===== src/rtl/ex_hazard_core.sv =====
// Execute stage of the 5-stage RV32I pipeline: forwarding, ALU, branch/jump targets, hazard unit
// and the EX->MEM register. Optional hazard counters are built when HAZARD_PERF_EN is defined.
module ex_hazard_core #(
  parameter int unsigned CNT_W = 32
) (
  input  logic             clk,
  input  logic             reset,
  input  logic [31:0]      rd1E,
  input  logic [31:0]      rd2E,
  input  logic [31:0]      pcE,
  input  logic [31:0]      immE,
  input  logic [3:0]       alucontrolE,
  input  logic             alusrcAE,
  input  logic [1:0]       alusrcBE,
  input  logic             jumpsrcE,
  input  logic             jumpE,
  input  logic             branchE,
  input  logic             inv_brE,
  input  logic             regwriteE,
  input  logic             memtoregE,
  input  logic             memwriteE,
  input  logic [4:0]       ra1E,
  input  logic [4:0]       ra2E,
  input  logic [4:0]       rdE,
  input  logic [4:0]       ra1D,
  input  logic [4:0]       ra2D,
  input  logic [31:0]      resultW,
  input  logic [4:0]       rdW,
  input  logic             regwriteW,
  output logic             pcsrcE,
  output logic [31:0]      pcbranchE,
  output logic [31:0]      jmp_fin_pcE,
  output logic             controlChange,
  output logic             stallF,
  output logic             stallD,
  output logic             flushD,
  output logic             flushE,
  output logic [1:0]       forwardAE,
  output logic [1:0]       forwardBE,
  output logic [31:0]      aluoutM,
  output logic [31:0]      writedataM,
  output logic [4:0]       rdM,
  output logic             regwriteM,
  output logic             memtoregM,
  output logic             memwriteM,
  output logic [CNT_W-1:0] stall_cnt,
  output logic [CNT_W-1:0] flush_cnt
);

  logic [31:0] fwdA, fwdB;
  logic [31:0] srcA, srcB;
  logic [31:0] aluResult;
  logic [31:0] jumpBase;
  logic [31:0] jumpSum;
  logic [4:0]  shamt;
  logic        isZero;
  logic        lwStall;

  // M-stage match wins over W-stage: it holds the younger result.
  always_comb begin
    forwardAE = 2'b00;
    if (regwriteM && (rdM != 5'd0) && (ra1E == rdM)) begin
      forwardAE = 2'b10;
    end else if (regwriteW && (rdW != 5'd0) && (ra1E == rdW)) begin
      forwardAE = 2'b01;
    end
  end

  always_comb begin
    forwardBE = 2'b00;
    if (regwriteM && (rdM != 5'd0) && (ra2E == rdM)) begin
      forwardBE = 2'b10;
    end else if (regwriteW && (rdW != 5'd0) && (ra2E == rdW)) begin
      forwardBE = 2'b01;
    end
  end

  always_comb begin
    fwdA = rd1E;
    if (forwardAE[1]) begin
      fwdA = aluoutM;
    end else if (forwardAE[0]) begin
      fwdA = resultW;
    end
  end

  always_comb begin
    fwdB = rd2E;
    if (forwardBE[1]) begin
      fwdB = aluoutM;
    end else if (forwardBE[0]) begin
      fwdB = resultW;
    end
  end

  assign srcA = alusrcAE ? pcE : fwdA;

  always_comb begin
    srcB = fwdB;
    if (alusrcBE == 2'b01) begin
      srcB = immE;
    end else if (alusrcBE[1]) begin
      srcB = 32'd4;
    end
  end

  assign shamt = srcB[4:0];

  always_comb begin
    aluResult = 32'd0;
    case (alucontrolE)
      4'b0000: aluResult = srcA + srcB;
      4'b1000: aluResult = srcA - srcB;
      4'b0001: aluResult = srcA << shamt;
      4'b0010: aluResult = {31'd0, $signed(srcA) < $signed(srcB)};
      4'b0011: aluResult = {31'd0, srcA < srcB};
      4'b0100: aluResult = srcA ^ srcB;
      4'b0101: aluResult = srcA >> shamt;
      4'b1101: aluResult = $unsigned($signed(srcA) >>> shamt);
      4'b0110: aluResult = srcA | srcB;
      4'b0111: aluResult = srcA & srcB;
      4'b1001: aluResult = srcB;
      default: aluResult = 32'd0;
    endcase
  end

  assign isZero = (aluResult == 32'd0);

  assign pcsrcE    = branchE & (isZero ^ inv_brE);
  assign pcbranchE = pcE + immE;

  // JALR base is the raw register read; the LSB is cleared per the ISA.
  assign jumpBase    = jumpsrcE ? rd1E : pcE;
  assign jumpSum     = jumpBase + immE;
  assign jmp_fin_pcE = {jumpSum[31:1], 1'b0};

  assign controlChange = pcsrcE | jumpE;

  assign lwStall = memtoregE && (rdE != 5'd0) && ((rdE == ra1D) || (rdE == ra2D));
  assign stallF  = lwStall;
  assign stallD  = lwStall;
  // A taken redirect squashes D, so the load-use stall of D is moot in that case.
  assign flushD  = controlChange;
  assign flushE  = lwStall | controlChange;

  always_ff @(posedge clk or negedge reset) begin
    if (!reset) begin
      aluoutM    <= 32'd0;
      writedataM <= 32'd0;
      rdM        <= 5'd0;
      regwriteM  <= 1'b0;
      memtoregM  <= 1'b0;
      memwriteM  <= 1'b0;
    end else begin
      aluoutM    <= aluResult;
      writedataM <= fwdB;
      rdM        <= rdE;
      regwriteM  <= regwriteE;
      memtoregM  <= memtoregE;
      memwriteM  <= memwriteE;
    end
  end

`ifdef HAZARD_PERF_EN
  logic [CNT_W-1:0] stallCntQ, flushCntQ;

  always_ff @(posedge clk or negedge reset) begin
    if (!reset) begin
      stallCntQ <= '0;
      flushCntQ <= '0;
    end else begin
      if (lwStall) begin
        stallCntQ <= stallCntQ + 1'b1;
      end
      if (controlChange) begin
        flushCntQ <= flushCntQ + 1'b1;
      end
    end
  end

  assign stall_cnt = stallCntQ;
  assign flush_cnt = flushCntQ;
`else
  assign stall_cnt = '0;
  assign flush_cnt = '0;
`endif

endmodule


===== config.mk =====
export PLATFORM = sky130hd
export DESIGN_NAME = ex_hazard_core
export DESIGN_NICKNAME = d
export VERILOG_FILES = /design/src/rtl/ex_hazard_core.sv
export SDC_FILE = /design/constraint.sdc
export NUM_CORES = 1
export LEC_CHECK = 0
export CAP_MARGIN = 20
export CORE_ASPECT_RATIO = 1.2
export CORE_MARGIN = 5
export CORE_UTILIZATION = 27
export CTS_CLUSTER_SIZE = 8
export DETAILED_ROUTE_END_ITERATION = 8
export PLACE_DENSITY = 0.61
export SETUP_SLACK_MARGIN = 0.5
export SLEW_MARGIN = 20
export SYNTH_ARGS = -nofsm -noshare
export SYNTH_HDL_FRONTEND = slang
export SYNTH_SLANG_ARGS = --single-unit

===== constraint.sdc =====
create_clock -name clk -period 31.8 [get_ports clk]
set_clock_uncertainty 0.1 [all_clocks]
set_input_delay 7.95 -clock clk [delete_from_list [all_inputs] [get_ports clk]]
set_output_delay 7.95 -clock clk [all_outputs]
set_load 0.02 [all_outputs]

==> results of run 1 <==
-- cell families (layout without fill, tap and decap cells) --
family	Yosys count	after routing	share of synthesized area
xor gates and xnor gates	90	90	0.0446
muxes	201	201	0.119
adders and majority gates	164	164	0.118
AOI/OAI and AO/OA	776	776	0.318
buffers and inverters	345	524	0.101
and+or+nand+nor	743	743	0.199
DFF	72	72	0.102
other	1	65	0.000212
-- layout by cell type (no fill, tap or decap), types with 18 or more instances in the layout --
master and n:
sky130_fd_sc_hd__mux2_2 41, sky130_fd_sc_hd__and3_1 41, sky130_fd_sc_hd__buf_4 32, sky130_fd_sc_hd__a22oi_1 36
sky130_fd_sc_hd__ha_1 160, sky130_fd_sc_hd__xor2_1 24, sky130_fd_sc_hd__a31oi_1 21, sky130_fd_sc_hd__and2_1 18
sky130_fd_sc_hd__or3_1 19, sky130_fd_sc_hd__o21bai_1 22, sky130_fd_sc_hd__o21ai_0 121, sky130_fd_sc_hd__xnor2_1 66
sky130_fd_sc_hd__a21o_1 31, sky130_fd_sc_hd__a21oi_1 142, sky130_fd_sc_hd__a211oi_1 73, sky130_fd_sc_hd__a221oi_1 41
sky130_fd_sc_hd__nor3_1 70, sky130_fd_sc_hd__nand3_1 53, sky130_fd_sc_hd__conb_1 65, sky130_fd_sc_hd__nor2_1 224
sky130_fd_sc_hd__o211ai_1 26, sky130_fd_sc_hd__mux2i_1 155, sky130_fd_sc_hd__or2_2 24, sky130_fd_sc_hd__nand2_1 196
sky130_fd_sc_hd__clkdlybuf4s50_1 347, sky130_fd_sc_hd__dfrtp_1 72, sky130_fd_sc_hd__o221ai_1 24, sky130_fd_sc_hd__nor4_1 19
sky130_fd_sc_hd__o22ai_1 27, sky130_fd_sc_hd__inv_1 116
-- where the power goes --
part,switching [mW],internal [mW]
clock,0.0524,0.0681
sequential,0.0211,0.103
combinational,0.324,0.198
total,0.397,0.369
-- worst max path at each step --
| stage | startpoint | endpoint | slack [ns] |
|---|---|---|---|
| after floorplan | rdW[1] | flushD | 8.87 |
| after global placement | ra2E[1] | flushD | 6.89 |
| after detailed placement | ra2E[1] | controlChange | 6.60 |
| after CTS | ra2E[1] | controlChange | 6.59 |
| after global routing | rdW[1] | flushD | 5.97 |
| final | rdW[1] | controlChange | 6.41 |
-- layer usage --
layer,vias to the layer above,GRT usage,routed length [µm]
met5,-,0,0
met3,342,0.0457,9100
met4,0,0.148,7010
met1,10200,0.312,37100
met2,1459,0.430,44800
li1,9290,-,-
-- synthesized netlist by cell type (all sizes together) (9+ instances only) --
| cell | count |
|---|---|
| o2111ai | 9 |
| mux2i | 160 |
| a211oi | 85 |
| o221ai | 25 |
| o22ai | 27 |
| a21o | 31 |
| nor2 | 226 |
| a2111oi | 11 |
| and2 | 19 |
| or3 | 20 |
| nand2 | 198 |
| o21ai | 122 |
| o21bai | 22 |
| inv | 126 |
| buf | 143 |
| nand2b | 13 |
| o31ai | 18 |
| nand3 | 53 |
| a31oi | 21 |
| dfrtp | 72 |
| nor2b | 15 |
| a22oi | 37 |
| nor3 | 72 |
| clkbuf | 75 |
| xor2 | 24 |
| o21a | 19 |
| o31a | 24 |
| a221oi | 45 |
| nor4 | 21 |
| xnor2 | 66 |
| or4 | 11 |
| o211ai | 28 |
| a21oi | 144 |
| a221o | 12 |
| o221a | 10 |
| nand4 | 13 |
| ha | 160 |
| or2 | 26 |
| mux2 | 41 |
| and3 | 41 |
-- area by class of cell --
| cell class | count | share of cell area |
|---|---|---|
| clock buffer | 9 | 0.0104 |
| clock inverter | 6 | 0.00391 |
| inverter | 127 | 0.0224 |
| multi-input combinational | 2039 | 0.661 |
| sequential | 72 | 0.0828 |
| tap | 832 | 0.0479 |
| timing repair buffer | 382 | 0.171 |
-- flip-flops by register name, summed over array words and instances, names as in the netlist --
name	flops
aluoutM	32
memtoregM	1
memwriteM	1
rdM	5
regwriteM	1
writedataM	32
-- worst reg2reg max path, delay by kind of cell, from the launching register on --
kind                       cells  cell delay (ns)
AOI/OAI and AO/OA             12             3.93
DFF                            1             0.44
and+or+nand+nor                5             2.15
adders and majority gates      1             0.61
buffers and inverters          3             0.42
==> run_summary.xml, run 1 <==
<?xml version="1.0" encoding="UTF-8"?>
<metrics>
  <group name="global_routing">
    <metric name="grt_start_max_net_pins" unit="">68</metric>
    <metric name="vias_in_the_first_global_route" unit="">20200</metric>
    <metric name="grt_pass1_wl" unit="µm">140000</metric>
    <metric name="grt_usage" unit="">0.258</metric>
    <metric name="grt_overflow" unit="">0</metric>
    <metric name="antenna_found_initial" unit="">1</metric>
  </group>
  <group name="status">
    <metric name="status" unit="">complete, but fails checks</metric>
    <metric name="failed_checks" unit="">design-rule violations</metric>
  </group>
  <group name="timing">
    <metric name="final_max_slew_viol_count" unit="">0</metric>
    <metric name="final-setup-viol-count" unit="">0</metric>
    <metric name="holdWs" unit="ns">0.499</metric>
    <metric name="worstMarginPinSlew" unit="ns">1.15</metric>
    <metric name="rsz0062_at_grt" unit="">false</metric>
    <metric name="setup_tns" unit="ns">0</metric>
    <metric name="period_minus_slack" unit="ns">25.39</metric>
    <metric name="max_slew_margin" unit="">0.223</metric>
    <metric name="final-hold-violation-count" unit="">0</metric>
    <metric name="setup_slack" unit="ns">6.41</metric>
    <metric name="fmax" unit="MHz">39.4</metric>
    <metric name="layout_worst_path_cycle_share" unit="">0.798</metric>
  </group>
  <group name="synth">
    <metric name="library_cell_occupying_the_most_area_in_the_post_synthesis_netlist" unit="">sky130_fd_sc_hd__ha_1</metric>
    <metric name="async_set_or_reset_flop_fraction_in_the_synthesized_netlist" unit="">1.00</metric>
    <metric name="postSynthCellCount" unit="">2392</metric>
    <metric name="ys_ff_latch" unit="">72</metric>
    <metric name="synth_top_area_share" unit="">0.113</metric>
    <metric name="synth_ff_type" unit="">sky130_fd_sc_hd__dfrtp_1</metric>
    <metric name="yosys_warnings" unit="">0</metric>
    <metric name="synth_edf_count" unit="">0</metric>
    <metric name="synth_area" unit="µm²">17700</metric>
    <metric name="avg_inst_size_synth" unit="µm²">7.40</metric>
    <metric name="seq_total_area_yosys" unit="">0.102</metric>
    <metric name="synth.top_cells.by_area" unit="">sky130_fd_sc_hd__ha_1 (11%), sky130_fd_sc_hd__dfrtp_1 (10%), sky130_fd_sc_hd__mux2i_1 (8.8%)</metric>
    <metric name="yosys.cell_types.count" unit="">104</metric>
  </group>
  <group name="placement">
    <metric name="portBuffers" unit="">351</metric>
    <metric name="place_inst" unit="">3452</metric>
    <metric name="place_hpwl" unit="µm">78300</metric>
    <metric name="gp_routability_congestion" unit="">1.07</metric>
    <metric name="dpl-instance-area" unit="µm²">21400</metric>
    <metric name="preCtsSetupSlack" unit="ns">6.60</metric>
  </group>
  <group name="worst_setup_path">
    <metric name="critical_path_buf_inv_count" unit="">5</metric>
    <metric name="critical-path-top-delay-family" unit="">simple AND/OR/NAND/NOR gates</metric>
    <metric name="worst_path_largest_cell_delay" unit="ns">0.76</metric>
    <metric name="critPathRequiredTime" unit="ns">23.75</metric>
    <metric name="setup.worst_path.class" unit="">in -&gt; out</metric>
    <metric name="rr_endpoint" unit="">aluoutM[30]$_DFF_PN0_</metric>
    <metric name="critical_path.max_fanout" unit="">36</metric>
    <metric name="reg2reg_from" unit="">rdM[3]$_DFF_PN0_</metric>
    <metric name="rrSetupSlack" unit="ns">24.05</metric>
    <metric name="cp_data_arrival_time" unit="ns">17.34</metric>
    <metric name="timing.critical_path.slowest_stage_cell" unit="">sky130_fd_sc_hd__or4_1</metric>
    <metric name="timing.critical_path.to_type" unit="">primary output</metric>
    <metric name="cp-start-kind" unit="">primary input</metric>
    <metric name="total_stage_count_of_the_critical_path" unit="">26</metric>
    <metric name="timing.reg2reg.worst_path_depth" unit="">21</metric>
  </group>
  <group name="min_path">
    <metric name="holdPathStages" unit="">2</metric>
    <metric name="timing.hold.worst.class" unit="">reg -&gt; reg</metric>
    <metric name="min-delay-start" unit="">aluoutM[15]$_DFF_PN0_</metric>
    <metric name="holdPathEnd" unit="">writedataM[15]$_DFF_PN0_</metric>
  </group>
  <group name="clock_network">
    <metric name="clkLatencyLatePin" unit="ns">0.39</metric>
    <metric name="cts_max_path_buffers" unit="">2</metric>
    <metric name="cts_tree" unit="">yes</metric>
    <metric name="depth_of_the_cts_h_tree" unit="">3</metric>
    <metric name="clock_sink_count" unit="">72</metric>
    <metric name="post_cts_buffers" unit="">0</metric>
    <metric name="clk_pin_slew_worst_paths" unit="ns">0.07</metric>
    <metric name="cts.repair.resized" unit="">0</metric>
    <metric name="cts_hold_buf" unit="">0</metric>
    <metric name="root_buffer" unit="">sky130_fd_sc_hd__clkbuf_16</metric>
    <metric name="numCtsBuffers" unit="">9</metric>
  </group>
  <group name="floorplan">
    <metric name="die_width" unit="µm">244</metric>
    <metric name="io_pins" unit="">417</metric>
    <metric name="core" unit="µm²">64700</metric>
    <metric name="initial_utilization" unit="">0.273</metric>
    <metric name="design.die.area" unit="µm²">70800</metric>
    <metric name="placement_rows" unit="">102</metric>
    <metric name="die_h" unit="µm">290</metric>
  </group>
  <group name="power">
    <metric name="cellLeakagePower" unit="nW">9.15</metric>
    <metric name="vdd_drop_max" unit="mV">0.0297</metric>
    <metric name="totalPowerFinal" unit="µW">767</metric>
    <metric name="power-per-cell-area" unit="nW/µm²">35.2</metric>
  </group>
  <group name="routing">
    <metric name="viasPerCell" unit="">6.14</metric>
    <metric name="num_vias" unit="">21300</metric>
    <metric name="drc_errors" unit="">12</metric>
    <metric name="routedWlPerCell" unit="µm">28.3</metric>
    <metric name="drtAntennaViolNets" unit="">0</metric>
    <metric name="drt-total-wl" unit="µm">98000</metric>
    <metric name="drt-initial-drc-count" unit="">2893</metric>
    <metric name="firstDrtPassIters" unit="">9</metric>
  </group>
  <group name="cells_and_area">
    <metric name="layout.core_utilization" unit="">0.336</metric>
    <metric name="antenna-diode-count" unit="">0</metric>
    <metric name="post_route_cells_drive_above_1_share" unit="">0.0763</metric>
    <metric name="instances_no_fill" unit="">3467</metric>
    <metric name="final_nets" unit="">3002</metric>
    <metric name="post-route-cell-area" unit="µm²">21800</metric>
    <metric name="multi_input_area" unit="µm²">14400</metric>
    <metric name="syn_to_final_growth" unit="%">22.9</metric>
    <metric name="num-fill-cells" unit="">6896</metric>
    <metric name="area.sequential" unit="µm²">1800</metric>
  </group>
  <group name="job">
    <metric name="cap_viol_max_count" unit="">0</metric>
  </group>
</metrics>
(Power assumes the default switching activity.)
==> run 2: changes to the inputs <==
Settings changed: PLACE_DENSITY 0.61 to 0.62.
Clock period 31.8 ns to 23.1 ns, I/O delays scaled along.
==> run 2 against run 1 <==
The flow now finishes without violations. Cell count up 0.17%. Hold slack worse by 0.021 ns. Critical path depth down 2. First-iteration DRC count down 22%. Register-to-register slack worse by 8.8 ns. Final area up 0.17%. Global-route usage down 0.75 points. Critical path type unchanged.
==> run_summary.xml, run 2 (synthesis results as in run 1) <==
<?xml version="1.0" encoding="UTF-8"?>
<metrics>
  <group name="status">
    <metric name="status" unit="">completed</metric>
  </group>
  <group name="clock_network">
    <metric name="cts_hold_buf" unit="">0</metric>
    <metric name="cts.repair.resized" unit="">0</metric>
    <metric name="clkLatencyLatePin" unit="ns">0.38</metric>
    <metric name="post_cts_buffers" unit="">0</metric>
    <metric name="clock_sink_count" unit="">72</metric>
    <metric name="root_buffer" unit="">sky130_fd_sc_hd__clkbuf_16</metric>
    <metric name="cts_tree" unit="">yes</metric>
    <metric name="clk_pin_slew_worst_paths" unit="ns">0.07</metric>
    <metric name="numCtsBuffers" unit="">9</metric>
    <metric name="depth_of_the_cts_h_tree" unit="">3</metric>
    <metric name="cts_max_path_buffers" unit="">2</metric>
  </group>
  <group name="timing">
    <metric name="max_slew_margin" unit="">0.230</metric>
    <metric name="fmax" unit="MHz">48.1</metric>
    <metric name="final_max_slew_viol_count" unit="">0</metric>
    <metric name="period_minus_slack" unit="ns">20.81</metric>
    <metric name="setup_tns" unit="ns">0</metric>
    <metric name="setup_slack" unit="ns">2.29</metric>
    <metric name="worstMarginPinSlew" unit="ns">1.14</metric>
    <metric name="final-setup-viol-count" unit="">0</metric>
    <metric name="rsz0062_at_grt" unit="">false</metric>
    <metric name="final-hold-violation-count" unit="">0</metric>
    <metric name="layout_worst_path_cycle_share" unit="">0.901</metric>
  </group>
  <group name="global_routing">
    <metric name="grt_start_max_net_pins" unit="">61</metric>
    <metric name="antenna_found_initial" unit="">2</metric>
    <metric name="grt_pass1_wl" unit="µm">137000</metric>
    <metric name="grt_overflow" unit="">0</metric>
    <metric name="grt_usage" unit="">0.250</metric>
    <metric name="vias_in_the_first_global_route" unit="">20300</metric>
  </group>
  <group name="cells_and_area">
    <metric name="syn_to_final_growth" unit="%">23.2</metric>
    <metric name="reg.largest.list" unit="">aluoutM x32, writedataM x32, rdM x5</metric>
    <metric name="post_route_cells_drive_above_1_share" unit="">0.0765</metric>
    <metric name="post-route-cell-area" unit="µm²">21800</metric>
    <metric name="final_cell_mix" unit="">sky130_fd_sc_hd__clkdlybuf4s50_1 (347), sky130_fd_sc_hd__nor2_1 (224), sky130_fd_sc_hd__nand2_1 (196)</metric>
    <metric name="final_nets" unit="">3005</metric>
    <metric name="instances_no_fill" unit="">3473</metric>
    <metric name="final_common_cell" unit="">sky130_fd_sc_hd__clkdlybuf4s50_1</metric>
  </group>
  <group name="floorplan">
    <metric name="initial_utilization" unit="">0.273</metric>
    <metric name="die_width" unit="µm">244</metric>
    <metric name="design.die.area" unit="µm²">70800</metric>
    <metric name="die_h" unit="µm">290</metric>
    <metric name="io_pins" unit="">417</metric>
    <metric name="placement_rows" unit="">102</metric>
    <metric name="core" unit="µm²">64700</metric>
  </group>
  <group name="routing">
    <metric name="firstDrtPassIters" unit="">7</metric>
    <metric name="drt-total-wl" unit="µm">94700</metric>
    <metric name="routedWlPerCell" unit="µm">27.3</metric>
    <metric name="viasPerCell" unit="">6.01</metric>
    <metric name="drt-initial-drc-count" unit="">2261</metric>
    <metric name="drtAntennaViolNets" unit="">0</metric>
    <metric name="num_vias" unit="">20900</metric>
    <metric name="drc_errors" unit="">0</metric>
  </group>
  <group name="worst_setup_path">
    <metric name="setup.worst_path.class" unit="">in -&gt; out</metric>
    <metric name="timing.critical_path.to_type" unit="">primary output</metric>
    <metric name="cp_data_arrival_time" unit="ns">14.93</metric>
    <metric name="critPathRequiredTime" unit="ns">17.23</metric>
    <metric name="critical_path.max_fanout" unit="">58</metric>
    <metric name="cp-start-kind" unit="">primary input</metric>
  </group>
  <group name="placement">
    <metric name="preCtsSetupSlack" unit="ns">2.49</metric>
    <metric name="gp_routability_congestion" unit="">1.05</metric>
    <metric name="dpl-instance-area" unit="µm²">21500</metric>
    <metric name="portBuffers" unit="">351</metric>
    <metric name="place_hpwl" unit="µm">76700</metric>
    <metric name="place_inst" unit="">3454</metric>
  </group>
  <group name="power">
    <metric name="vdd_drop_max" unit="mV">0.0322</metric>
    <metric name="cellLeakagePower" unit="nW">9.17</metric>
    <metric name="power-per-cell-area" unit="nW/µm²">47.9</metric>
  </group>
  <group name="job">
    <metric name="cap_viol_max_count" unit="">0</metric>
  </group>
  <group name="min_path">
    <metric name="timing.hold.worst.class" unit="">reg -&gt; reg</metric>
  </group>
</metrics>
## run 2: cell types whose count changed in the layout (fill, tap and decap cells not counted), sizes merged
cell    previous run  this run
inv              126       127
clkinv             3         2
diode              0         2
buf               35        37
clkbuf             9        11
## run 2: critical path, stage by stage
cell and delay, ns:
sky130_fd_sc_hd__clkdlybuf4s50_1 0.56, sky130_fd_sc_hd__xnor2_1 0.14, sky130_fd_sc_hd__nand4_1 0.21, sky130_fd_sc_hd__or2_1 0.51, sky130_fd_sc_hd__inv_2 0.81, sky130_fd_sc_hd__a221oi_2 0.12
sky130_fd_sc_hd__o31ai_4 0.70, sky130_fd_sc_hd__inv_2 0.43, sky130_fd_sc_hd__ha_1 0.36, sky130_fd_sc_hd__o21bai_1 0.21, sky130_fd_sc_hd__a31oi_1 0.35, sky130_fd_sc_hd__o211ai_1 0.26
sky130_fd_sc_hd__o221ai_1 0.35, sky130_fd_sc_hd__o31ai_1 0.16, sky130_fd_sc_hd__a221oi_1 0.74, sky130_fd_sc_hd__o22a_1 0.26, sky130_fd_sc_hd__a21oi_1 0.06, sky130_fd_sc_hd__a2111oi_0 0.53
sky130_fd_sc_hd__nand3_1 0.20, sky130_fd_sc_hd__nand3b_1 0.19, sky130_fd_sc_hd__or4_1 0.68, sky130_fd_sc_hd__or4_4 0.56, sky130_fd_sc_hd__nand3b_1 0.12, sky130_fd_sc_hd__clkdlybuf4s50_1 0.61
## run 2: report_power, final
part | internal (mW) | total [mW] | leakage [nW] | switching, mW
combinational | 0.273 | 0.712 | 8.15 | 0.439
clock | 0.0954 | 0.165 | 0.149 | 0.0692
sequential | 0.142 | 0.167 | 0.869 | 0.0247
total | 0.511 | 1.04 | 9.17 | 0.533
## run 2: final timing paths
check,from,endpoint,slack (ns),cells past startpoint
worst max-delay path,ra2E[1],controlChange,2.29,24
worst min-delay path,aluoutM[15]$_DFF_PN0_,writedataM[15]$_DFF_PN0_,0.48,2
worst max register to register,rdM[3]$_DFF_PN0_,aluoutM[30]$_DFF_PN0_,15.27,21
worst min register to register,aluoutM[15]$_DFF_PN0_,writedataM[15]$_DFF_PN0_,0.48,2
max in group asynchronous,reset,aluoutM[2]$_DFF_PN0_,16.55,2
min in group asynchronous,reset,writedataM[27]$_DFF_PN0_,5.15,1
## run 2: routing by layer
metal | GRT usage | vias up | share of wire
li1 | - | 9311 | -
met1 | 0.307 | 9977 | 0.39
met2 | 0.412 | 1297 | 0.46
met3 | 0.0391 | 289 | 0.085
met4 | 0.151 | 0 | 0.073
met5 | 0 | - | 0
## run 2: final cells by class
class                   instances  area, µm²
diodes                          2       5.00
fillers                      6839      42900
inverters                     127        487
clock buffers                  10        229
repair buffers                385       3750
flip-flops and latches         72       1800
well taps                     832       1040
clock inverters                 6       92.6
multi-input cells            2039      14400
## run 2: metrics by stage
step	util	power, mW	hold slack, ns
2_1_floorplan	-	0.579	0.519
3_3_place_gp	0.332	0.864	0.491
3_5_place_dp	0.332	0.860	0.463
4_1_cts	0.337	1.03	0.476
5_1_grt	0.337	1.09	0.524
6_report	0.337	1.04	0.478
==> run 3: changes to the inputs <==
Settings changed: REMOVE_ABC_BUFFERS from default to 1.
==> run 3 against run 2 <==
Utilization increased by 0.20 points. Total power increased by 2.2%. Final area increased by 0.58%. Maximum frequency decreased by 1.4%. Register-to-register slack got worse by 0.06 ns. Non-clock buffer count increased by 11. Cell count increased by 0.32%. Critical path depth increased by 2. Die area unchanged. Via count increased by 1.7%. Critical endpoint unchanged. Largest cell class unchanged.
==> run_summary.xml, run 3 (synthesis results as in run 1) <==
<?xml version="1.0" encoding="UTF-8"?>
<metrics>
  <group name="power">
    <metric name="power-per-cell-area" unit="nW/µm²">48.7</metric>
    <metric name="vdd_drop_max" unit="mV">0.0393</metric>
    <metric name="cellLeakagePower" unit="nW">9.25</metric>
  </group>
  <group name="placement">
    <metric name="place_hpwl" unit="µm">79800</metric>
    <metric name="gp_routability_congestion" unit="">1.04</metric>
    <metric name="portBuffers" unit="">351</metric>
  </group>
  <group name="worst_setup_path">
    <metric name="timing.critical_path.to_type" unit="">primary output</metric>
    <metric name="cp-start-kind" unit="">primary input</metric>
    <metric name="setup.worst_path.class" unit="">in -&gt; out</metric>
    <metric name="critical_path.max_fanout" unit="">60</metric>
    <metric name="worst_path_largest_cell_delay" unit="ns">0.86</metric>
    <metric name="timing.critical_path.from" unit="">ra2E[1]</metric>
    <metric name="critPathRequiredTime" unit="ns">17.23</metric>
    <metric name="timing.critical_path.slowest_stage_cell" unit="">sky130_fd_sc_hd__a221oi_1</metric>
    <metric name="cp_data_arrival_time" unit="ns">15.22</metric>
    <metric name="reg2reg_from" unit="">rdM[4]$_DFF_PN0_</metric>
  </group>
  <group name="timing">
    <metric name="period_minus_slack" unit="ns">21.10</metric>
    <metric name="max_slew_margin" unit="">0.224</metric>
    <metric name="final-hold-violation-count" unit="">0</metric>
    <metric name="final_max_slew_viol_count" unit="">0</metric>
    <metric name="final-setup-viol-count" unit="">0</metric>
    <metric name="rsz0062_at_grt" unit="">false</metric>
    <metric name="fmax" unit="MHz">47.4</metric>
    <metric name="holdWs" unit="ns">0.476</metric>
    <metric name="worstMarginPinSlew" unit="ns">1.16</metric>
    <metric name="setup_tns" unit="ns">0</metric>
    <metric name="layout_worst_path_cycle_share" unit="">0.913</metric>
  </group>
  <group name="clock_network">
    <metric name="depth_of_the_cts_h_tree" unit="">3</metric>
    <metric name="clock_sink_count" unit="">72</metric>
    <metric name="clk_pin_slew_worst_paths" unit="ns">0.06</metric>
    <metric name="cts_tree" unit="">yes</metric>
    <metric name="cts.repair.resized" unit="">0</metric>
    <metric name="post_cts_buffers" unit="">0</metric>
    <metric name="cts_hold_buf" unit="">0</metric>
    <metric name="numCtsBuffers" unit="">9</metric>
    <metric name="clkLatencyLatePin" unit="ns">0.38</metric>
    <metric name="root_buffer" unit="">sky130_fd_sc_hd__clkbuf_16</metric>
    <metric name="cts_max_path_buffers" unit="">2</metric>
  </group>
  <group name="floorplan">
    <metric name="placement_rows" unit="">102</metric>
    <metric name="design.die.area" unit="µm²">70800</metric>
    <metric name="die_h" unit="µm">290</metric>
    <metric name="core" unit="µm²">64700</metric>
    <metric name="initial_utilization" unit="">0.273</metric>
    <metric name="die_width" unit="µm">244</metric>
    <metric name="io_pins" unit="">417</metric>
  </group>
  <group name="job">
    <metric name="cap_viol_max_count" unit="">0</metric>
  </group>
  <group name="routing">
    <metric name="drc_errors" unit="">0</metric>
    <metric name="routedWlPerCell" unit="µm">28.5</metric>
    <metric name="drtAntennaViolNets" unit="">0</metric>
    <metric name="drt-total-wl" unit="µm">99100</metric>
    <metric name="num_vias" unit="">21200</metric>
    <metric name="drt-initial-drc-count" unit="">2559</metric>
    <metric name="firstDrtPassIters" unit="">7</metric>
    <metric name="viasPerCell" unit="">6.09</metric>
  </group>
  <group name="global_routing">
    <metric name="grt_pass1_wl" unit="µm">141000</metric>
    <metric name="grt_usage" unit="">0.261</metric>
    <metric name="antenna_found_initial" unit="">4</metric>
    <metric name="grt_start_max_net_pins" unit="">61</metric>
    <metric name="vias_in_the_first_global_route" unit="">20300</metric>
    <metric name="grt_overflow" unit="">0</metric>
  </group>
  <group name="cells_and_area">
    <metric name="reg.largest.list" unit="">aluoutM x32, writedataM x32, rdM x5</metric>
    <metric name="layout.core_utilization" unit="">0.339</metric>
    <metric name="final_nets" unit="">3016</metric>
    <metric name="syn_to_final_growth" unit="%">23.9</metric>
    <metric name="final_common_cell" unit="">sky130_fd_sc_hd__clkdlybuf4s50_1</metric>
    <metric name="final_cell_mix" unit="">sky130_fd_sc_hd__clkdlybuf4s50_1 (347), sky130_fd_sc_hd__nor2_1 (224), sky130_fd_sc_hd__nand2_1 (196)</metric>
    <metric name="post_route_cells_drive_above_1_share" unit="">0.0826</metric>
  </group>
  <group name="min_path">
    <metric name="min-delay-start" unit="">aluoutM[4]$_DFF_PN0_</metric>
    <metric name="timing.hold.worst.class" unit="">reg -&gt; reg</metric>
  </group>
  <group name="status">
    <metric name="status" unit="">completed</metric>
  </group>
</metrics>
run 3: layout make-up:
cell class | count | area [µm²]
diodes | 2 | 5.00
clock buffers | 11 | 243
clock inverters | 5 | 104
fillers | 6860 | 42800
inverters | 127 | 487
multi-input cells | 2039 | 14400
flip-flops and latches | 72 | 1800
well taps | 832 | 1040
repair buffers | 396 | 3830
run 3: stage by stage:
stage / setup WS [ns] / instance area, µm² / instances / total power [mW]
floorplan: 0.839 / 16600 / 2238 / 0.556
global placement: 2.37 / 21600 / 3466 / 0.874
detailed placement: 2.16 / 21600 / 3466 / 0.868
CTS: 2.14 / 21900 / 3482 / 1.05
global route: 1.59 / 21900 / 3483 / 1.11
finish: 2.00 / 21900 / 3484 / 1.07
run 3: critical path, delay by kind of cell:
family | cells | cell delay (ns)
AO/OA/AOI/OAI | 11 | 3.33
AND/OR/NAND/NOR | 8 | 2.91
XOR/XNOR | 1 | 0.15
buffers and inverters | 5 | 2.61
adder cells (fa/ha/maj) | 1 | 0.42
run 3: worst paths after layout:
check	end	slack, ns	depth (start not counted)
max	controlChange	2.00	26
min	writedataM[4]$_DFF_PN0_	0.48	2
max reg2reg	aluoutM[30]$_DFF_PN0_	15.21	21
min reg2reg	writedataM[4]$_DFF_PN0_	0.48	2
max in group asynchronous	writedataM[5]$_DFF_PN0_	16.50	2
min in group asynchronous	writedataM[20]$_DFF_PN0_	5.19	1
run 3: power breakdown:
group          switching (mW)  internal (mW)
Clock                  0.0700          0.109
Sequential             0.0243          0.142
Combinational           0.446          0.275
Total                   0.541          0.526
run 3: metal layers:
| metal | up-vias | routed length [µm] | GRT usage |
|---|---|---|---|
| met5 | - | 49 | 0 |
| met4 | 6 | 6380 | 0.137 |
| met3 | 318 | 9160 | 0.0501 |
| met2 | 1351 | 46000 | 0.440 |
| met1 | 10200 | 37500 | 0.314 |
| li1 | 9338 | - | - |
